### src/rtl/arm_mem_pkg.sv
// Shared types and helpers for the memory stage: operation and state encodings,
// access-size masks, and small op-decoding functions.
package arm_mem_pkg;

    typedef enum logic [3:0] {
        NONE = 4'd0,
        LDB  = 4'd1,
        LDSB = 4'd2,
        LDH  = 4'd3,
        LDSH = 4'd4,
        LDW  = 4'd5,
        STB  = 4'd6,
        STH  = 4'd7,
        STW  = 4'd8
    } mem_op_t;

    typedef enum logic [0:0] {
        IDLE = 1'b0,
        WAIT = 1'b1
    } mem_state_t;

    typedef enum logic [1:0] {
        SZ_B    = 2'd0,
        SZ_H    = 2'd1,
        SZ_W    = 2'd2,
        SZ_NONE = 2'd3
    } mem_size_t;

    localparam logic [3:0] SZ_MASK_B = 4'h1;
    localparam logic [3:0] SZ_MASK_H = 4'h3;
    localparam logic [3:0] SZ_MASK_W = 4'hF;

    function automatic logic op_is_load(input mem_op_t op);
        return (op inside {LDB, LDSB, LDH, LDSH, LDW});
    endfunction

    function automatic logic op_is_store(input mem_op_t op);
        return (op inside {STB, STH, STW});
    endfunction

    function automatic logic op_is_signed(input mem_op_t op);
        return (op inside {LDSB, LDSH});
    endfunction

    function automatic mem_size_t op_size(input mem_op_t op);
        mem_size_t sz;
        case (op)
            LDB, LDSB, STB: sz = SZ_B;
            LDH, LDSH, STH: sz = SZ_H;
            LDW, STW:       sz = SZ_W;
            default:        sz = SZ_NONE;
        endcase
        return sz;
    endfunction

endpackage

### src/rtl/arm_mem_lane_align.sv
// Combinational lane steering: byte enables and replicated store data for the
// bus, load extraction with sign/zero extension, and the alignment check.
module arm_mem_lane_align
    import arm_mem_pkg::*;
#(
    parameter int BUS_W = 32
) (
    input  mem_op_t                          op,
    input  logic [$clog2(BUS_W/8)-1:0]       lane,
    input  logic [31:0]                      st_data,
    input  logic [BUS_W-1:0]                 rdata,
    output logic [BUS_W/8-1:0]               be,
    output logic [BUS_W-1:0]                 wdata,
    output logic [31:0]                      ld_data,
    output logic                             misalign
);

    localparam int BE_W  = BUS_W / 8;

    mem_size_t        w_size;
    logic             w_sext;
    logic [BUS_W-1:0] w_shifted;
    logic [BE_W-1:0]  w_mask;

    assign w_size    = op_size(op);
    assign w_sext    = op_is_signed(op);
    assign w_shifted = rdata >> {lane, 3'b000};
    assign be        = w_mask << lane;

    always_comb begin
        w_mask   = '0;
        wdata    = '0;
        ld_data  = '0;
        misalign = 1'b0;
        case (w_size)
            SZ_B: begin
                w_mask  = BE_W'(SZ_MASK_B);
                wdata   = {(BUS_W/8){st_data[7:0]}};
                ld_data = {{24{w_sext & w_shifted[7]}}, w_shifted[7:0]};
            end
            SZ_H: begin
                w_mask   = BE_W'(SZ_MASK_H);
                wdata    = {(BUS_W/16){st_data[15:0]}};
                ld_data  = {{16{w_sext & w_shifted[15]}}, w_shifted[15:0]};
                misalign = lane[0];
            end
            SZ_W: begin
                w_mask   = BE_W'(SZ_MASK_W);
                wdata    = {(BUS_W/32){st_data}};
                ld_data  = w_shifted[31:0];
                misalign = |lane[1:0];
            end
            default: ;
        endcase
    end

endmodule

### src/rtl/arm_mem_access_unit.sv
// Memory pipeline stage: issues req/ack data-memory accesses, stalls upstream while
// an access is outstanding, flags misalign/timeout, and registers MEM/WB.
module arm_mem_access_unit
    import arm_mem_pkg::*;
#(
    parameter int ADDR_W      = 32,
    parameter int BUS_W       = 32,
    parameter int TIMEOUT_CYC = 0
) (
    input  logic                               clk,
    input  logic                               rst_b,
    input  logic                               ex_valid,
    input  mem_op_t                            ex_op,
    input  logic [ADDR_W-1:0]                  ex_addr,
    input  logic [31:0]                        ex_st_data,
    input  logic [31:0]                        ex_rd_data,
    input  logic                               ex_rd_we,
    input  logic                               ex_rd_data_sel,
    input  logic [3:0]                         ex_des_reg_num,
    output logic                               mem_req,
    output logic                               mem_we,
    output logic [ADDR_W-$clog2(BUS_W/8)-1:0]  mem_addr,
    output logic [BUS_W/8-1:0]                 mem_be,
    output logic [BUS_W-1:0]                   mem_wdata,
    input  logic [BUS_W-1:0]                   mem_rdata,
    input  logic                               mem_ack,
    output logic                               stall,
    output logic                               wb_valid,
    output logic                               wb_rd_we,
    output logic                               wb_rd_data_sel,
    output logic [3:0]                         wb_des_reg_num,
    output logic [31:0]                        wb_load_data,
    output logic [31:0]                        wb_rd_data,
    output logic                               wb_fault
);

    localparam int OFF_W = $clog2(BUS_W/8);
    localparam int BE_W  = BUS_W / 8;
    localparam int CNT_W = (TIMEOUT_CYC > 0) ? $clog2(TIMEOUT_CYC + 1) : 1;
    localparam logic [CNT_W-1:0] TMO_VAL = CNT_W'(TIMEOUT_CYC);

    mem_state_t       r_state;
    logic [CNT_W-1:0] r_wait_cnt;

    logic             r_wb_valid;
    logic             r_wb_rd_we;
    logic             r_wb_rd_data_sel;
    logic [3:0]       r_wb_des_reg_num;
    logic [31:0]      r_wb_load_data;
    logic [31:0]      r_wb_rd_data;
    logic             r_wb_fault;

    logic [BE_W-1:0]  w_be_raw;
    logic [BUS_W-1:0] w_wdata;
    logic [31:0]      w_ld_data;
    logic             w_misalign;
    logic             w_mem_op;
    logic             w_access;
    logic             w_tmo_hit;
    logic             w_abort;
    logic             w_ack_ok;
    logic             w_fault;

    arm_mem_lane_align #(
        .BUS_W (BUS_W)
    ) u_lane_align (
        .op       (ex_op),
        .lane     (ex_addr[OFF_W-1:0]),
        .st_data  (ex_st_data),
        .rdata    (mem_rdata),
        .be       (w_be_raw),
        .wdata    (w_wdata),
        .ld_data  (w_ld_data),
        .misalign (w_misalign)
    );

    // rst_b gates the request path so nothing escapes while reset is held
    assign w_mem_op  = rst_b && ex_valid && (op_is_load(ex_op) || op_is_store(ex_op));
    assign w_access  = w_mem_op && !w_misalign;
    assign w_tmo_hit = (TIMEOUT_CYC > 0) && (r_state == WAIT) && (r_wait_cnt == TMO_VAL);
    // On the timeout cycle the request is still held if ack shows up, so the ack wins
    assign w_abort   = w_access && w_tmo_hit && !mem_ack;
    assign w_ack_ok  = mem_req && mem_ack;
    assign w_fault   = (w_mem_op && w_misalign) || w_abort;

    assign mem_req   = w_access && !w_abort;
    assign mem_we    = mem_req && op_is_store(ex_op);
    assign mem_be    = mem_req ? w_be_raw : '0;
    assign mem_wdata = w_wdata;
    assign mem_addr  = ex_addr[ADDR_W-1:OFF_W];
    assign stall     = w_access && !mem_ack && !w_tmo_hit;

    // The counter holds the number of stall cycles already spent on this access
    always_ff @(posedge clk or negedge rst_b) begin
        if (!rst_b) begin
            r_state    <= IDLE;
            r_wait_cnt <= '0;
        end else begin
            case (r_state)
                IDLE: begin
                    if (stall) begin
                        r_state    <= WAIT;
                        r_wait_cnt <= CNT_W'(1);
                    end
                end
                WAIT: begin
                    if (!stall) begin
                        r_state    <= IDLE;
                        r_wait_cnt <= '0;
                    end else if (TIMEOUT_CYC > 0) begin
                        r_wait_cnt <= r_wait_cnt + CNT_W'(1);
                    end
                end
                default: begin
                    r_state    <= IDLE;
                    r_wait_cnt <= '0;
                end
            endcase
        end
    end

    always_ff @(posedge clk or negedge rst_b) begin
        if (!rst_b) begin
            r_wb_valid       <= 1'b0;
            r_wb_rd_we       <= 1'b0;
            r_wb_rd_data_sel <= 1'b0;
            r_wb_des_reg_num <= '0;
            r_wb_load_data   <= '0;
            r_wb_rd_data     <= '0;
            r_wb_fault       <= 1'b0;
        end else if (stall) begin
            r_wb_valid <= 1'b0;
            r_wb_rd_we <= 1'b0;
            r_wb_fault <= 1'b0;
        end else begin
            r_wb_valid       <= ex_valid;
            r_wb_rd_we       <= ex_rd_we && !w_fault;
            r_wb_rd_data_sel <= ex_rd_data_sel;
            r_wb_des_reg_num <= ex_des_reg_num;
            r_wb_load_data   <= (w_ack_ok && op_is_load(ex_op)) ? w_ld_data : 32'h0;
            r_wb_rd_data     <= ex_rd_data;
            r_wb_fault       <= w_fault;
        end
    end

    assign wb_valid       = r_wb_valid;
    assign wb_rd_we       = r_wb_rd_we;
    assign wb_rd_data_sel = r_wb_rd_data_sel;
    assign wb_des_reg_num = r_wb_des_reg_num;
    assign wb_load_data   = r_wb_load_data;
    assign wb_rd_data     = r_wb_rd_data;
    assign wb_fault       = r_wb_fault;

endmodule
### config.mk
export PLATFORM = sky130hd
export DESIGN_NAME = arm_mem_access_unit
export DESIGN_NICKNAME = d
export VERILOG_FILES = /design/src/rtl/arm_mem_pkg.sv /design/src/rtl/arm_mem_lane_align.sv /design/src/rtl/arm_mem_access_unit.sv
export SDC_FILE = /design/constraint.sdc
export NUM_CORES = 1
export LEC_CHECK = 0
export BUFFER_PORTS_ARGS = -buffer_cell sky130_fd_sc_hd__buf_2
export CAP_MARGIN = 20
export CORE_MARGIN = 8
export CORE_UTILIZATION = 46
export CTS_BUF_LIST = sky130_fd_sc_hd__clkbuf_16
export DETAILED_ROUTE_END_ITERATION = 10
export HOLD_SLACK_MARGIN = 0.1
export PLACE_DENSITY = 0.87
export SLEW_MARGIN = 10
export SYNTH_ARGS = -nofsm -noshare
export SYNTH_HDL_FRONTEND = slang
export SYNTH_SLANG_ARGS = --single-unit
### constraint.sdc
create_clock -name clk -period 5.5 [get_ports clk]
set_input_delay 0.55 -clock clk [delete_from_list [all_inputs] [get_ports clk]]
set_output_delay 0.55 -clock clk [all_outputs]
set_load 0.05 [all_outputs]
==> metrics.md <==
| Metric | Value |
|---|---|
| Kind of launch point of the worst setup path | `primary input` |
| Switching power total | `around 0.52 mW` |
| Number of pins with negative max-slew slack in the final report | `0` |
| Net switching share of the total power | `0.319` |
| Hold-fix buffers, CTS | `0` |
| Std-Cell Core Area | `9060 um^2` |
| Total grt overflow | `0` |
| Top cells by area, synth | `dfrtp_1, mux2_2, buf_4, nor2_1, mux2i_1` |
| Number of unique standard cell types used by synthesis | `44` |
| Top Metal Used | `met4` |
| Final design area excluding fillers | `5430 um^2` |
| CTS buffer count | `9` |
| Final estimated routing congestion in global placement | `between 0.9 and 1` |
| Top library cells by usage in the layout, fill and taps aside | `buf_2, dfrtp_1, nor2_1` |
| Post-layout power | `1.63 mW` |
| Leading area contributor after synthesis | `dfrtp_1` |
| Number of violations reported at the end of detailed-routing iteration 0 | `240` |
| Number of hold violations in the final report | `0` |
| Fraction of synthesized cell area taken by the top area cell type | `0.427` |
| Endpoint class of the critical path | `output pin` |
| Detailed route wirelength on metal3 | `roughly 1300 um` |
| Max-Cap Viols | `0` |
| Sum of routed wire length over all layers | `14800 um` |
| Max-slew headroom at the worst pin | `0.381` |
| Min-Delay Path Class | `in2async` |
| Status | `completed` |
| Synthesized cell area | `between 4000 and 5000 um^2` |
| DRC violations left | `0` |
| Post-route setup TNS | `0 ps` |
| Mux share of post-synthesis cell area | `0.145` |
| Crit Path Category | `in2out` |
| Worst Skew | `0 ps` |
| Met2 WL | `roughly 7700 um` |
| Arr. time, crit path | `between 3000 and 4000 ps` |
| Pwr dens | `around 300 nW/um^2` |
| Period utilization | `0.764` |
| Cell area after placement | `about 5100 um^2` |
| RSZ-0062 raised after global routing | `no` |
| Maximum level of the CTS H-tree | `3` |
| Data required time of the worst path | `4950 ps` |
| Antenna diode count | `0` |
| Logic pwr share | `0.250` |
| Initial standard-cell utilization of the core | `0.465` |
| Die Outline Area | `roughly 12000 um^2` |
| Share of post-route cells with drive strength above 1 | `0.458` |
| Xor and xnor fraction of the mapped netlist area | `0` |
| Synthesized-area fraction occupied by and/or/nand/nor cells | `0.132` |
| Shortest clock period the worst path allows after layout | `4200 ps` |
| Total nets after synthesis | `587` |
| Leading cell type in the layout, fill and taps excluded | `buf_2` |
| Synth Area in Adders | `0.0237` |
| Antenna-violating nets left | `0` |
| Chip height | `112 um` |
| Clk sinks | `between 70 and 80` |
| Via/cell ratio | `between 5 and 6` |
| Number of synthesized register bits | `between 70 and 80` |
| Top fanout value on the critical path | `18` |
| Maximum buffer depth of the clock tree | `2` |
| Peak supply drop | `roughly 0.22 mV` |
| Fraction of registers with async set or reset after synthesis | `1.00` |
| Yosys Warn Count | `0` |
| Metal-1 WL | `roughly 5200 um` |
| Maximum number of pins on one net before global-route repair | `between 70 and 80` |
| CTS clock-pin slew for the worst setup and hold paths | `roughly 60 ps` |
| Internal power | `about 1.1 mW` |
| Number of placement rows | `35` |
| Count of flip-flops with a built-in enable after synthesis | `0` |
| Worst setup startpoint | `ex_op[0]` |
| Antenna violations before repair | `0` |
| Nets@finish | `about 760` |
| Total GRT Usage | `0.226` |
| Total of cells resized after clock tree synthesis | `0` |
| Clock Latency Late Sink | `between 300 and 400 ps` |
| Area growth syn-to-layout | `28.8%` |
| Compound-cell area share of the yosys netlist | `0.168` |
| Clock tree from TritonCTS | `built` |
| Number of I/O port buffers | `approximately 220` |
| Fmax | `about 240 MHz` |
| Ports placed on the boundary | `~280` |
| Number of optimization iterations in the first detailed-route pass | `8` |
| Via count of the first global-routing pass | `around 4200` |
| Main combinational cell family by area after synthesis | `compound AO/OA/AOI/OAI gates` |
| Layout filler cell count | `between 800 and 900` |
| Wire length per cell | `20.5 um` |
| Sequential power share | `0.343` |
| Clock Root Buffer | `clkbuf_16` |
| Via count | `roughly 4000` |
| Clock power frac | `0.408` |
| Main flop type after synthesis | `dfrtp_1` |
| Post CTS Setup Buffer Count | `0` |
| Worst flop-to-flop path startpoint | `wb_rd_data[13]` |
| Die extent in x | `approximately 110 um` |
| Wire length of the first global-routing pass | `approximately 22000 um` |
| Setup-violating endpoint count in the final report | `0` |
| Mean cell area of the mapped netlist | `~9.6 um^2` |
| Total half-perimeter wirelength after legalization and detailed placement | `approximately 12000 um` |
| Seq/Total Area, Yosys | `0.427` |
| Leakage power summed over all cells | `around 2.8 nW` |
| Slew at the pin closest to its max-slew limit | `between 900 and 1000 ps` |
| Synthesized netlist cell count | `437` |
logic make-up (layout without fill, tap and decap cells):
group                      count (synthesis)  count (layout)
and+or+nand+nor                          118             118
DFF                                       72              72
muxes                                     55              55
adders and majority gates                  8               8
buffers and inverters                     75             251
AOI/OAI and AO/OA                        109             109
per-stage QoR:
step                      utilization  setup slack (ps)  hold WS, ps  cells
after global routing            0.599              1010          425    724
after global placement          0.561              1400          464    708
after CTS                       0.599              1300          387    724
after detailed placement        0.561              1290          472    708
final                           0.599              1300          361    724
after floorplan                     -              1040          254    437
cells in the mapped netlist, types with 4 or more instances:
| library cell | instances |
|---|---|
| buf_4 | 30 |
| a21oi_1 | 29 |
| buf_2 | 11 |
| mux2i_1 | 17 |
| o21ai_0 | 15 |
| o21ai_1 | 20 |
| a211oi_1 | 7 |
| nor2b_1 | 9 |
| ha_1 | 8 |
| a222oi_1 | 8 |
| a22oi_1 | 16 |
| nand2_1 | 36 |
| clkbuf_1 | 17 |
| inv_1 | 11 |
| buf_6 | 4 |
| dfrtp_1 | 72 |
| a32o_1 | 6 |
| mux2_2 | 34 |
| and2_1 | 8 |
| nor2_1 | 49 |
registers in the layout, summed over array words and instances, names as in the netlist:
signal / cells
wb_load_data: 32
wb_rd_data: 32
wb_des_reg_num: 4
wb_fault: 1
wb_rd_data_sel: 1
wb_rd_we: 1
wb_valid: 1
power groups by stage:
| stage | sequential (mW) | combinational, mW | clock, mW |
|---|---|---|---|
| finish | 0.558 | 0.406 | 0.664 |
| detailed placement | 0.567 | 0.407 | 0 |
| floorplan | 0.635 | 0.264 | 0 |
| CTS | 0.558 | 0.408 | 0.676 |
| global placement | 0.565 | 0.402 | 0 |
| global route | 0.559 | 0.431 | 0.695 |
area by class of cell:
| type | count | area, um^2 | area share |
|---|---|---|---|
| Tap cell | 111 | 139 | 0.0256 |
| Clock buffer | 9 | 225 | 0.0415 |
| Timing Repair Buffer | 224 | 1130 | 0.208 |
| Sequential cell | 72 | 1800 | 0.332 |
| Clock inverter | 7 | 118 | 0.0217 |
| Inverter | 11 | 41.3 | 0.00761 |
| Multi-Input combinational cell | 290 | 1980 | 0.364 |
worst max-delay path, cell delays in order:
cell and delay (ps):
buf_2 110, inv_1 60, ha_1 240, inv_1 80
nor2_1 50, a211o_1 310, inv_1 100, ha_1 540
or2_2 310, nor2_1 70, nor2_1 730, and2_1 240
buf_2 260
routing by layer:
layer,global-route usage,vias to the layer above
li1,-,1857
met1,0.219,1876
met2,0.413,231
met3,0.0747,59
met4,0.127,0
met5,0,-
path summary, 6_finish.rpt:
check	end	slack [ps]	depth (start not counted)
max	mem_wdata[1]	1300	13
min	wb_rd_data[5]	360	1
max reg2reg	wb_rd_data[13]	4700	1
min reg2reg	wb_load_data[12]	480	2
max in group asynchronous	wb_rd_data[12]	4570	1
min in group clk	wb_rd_data[11]	430	2
(Power assumes the default switching activity.)
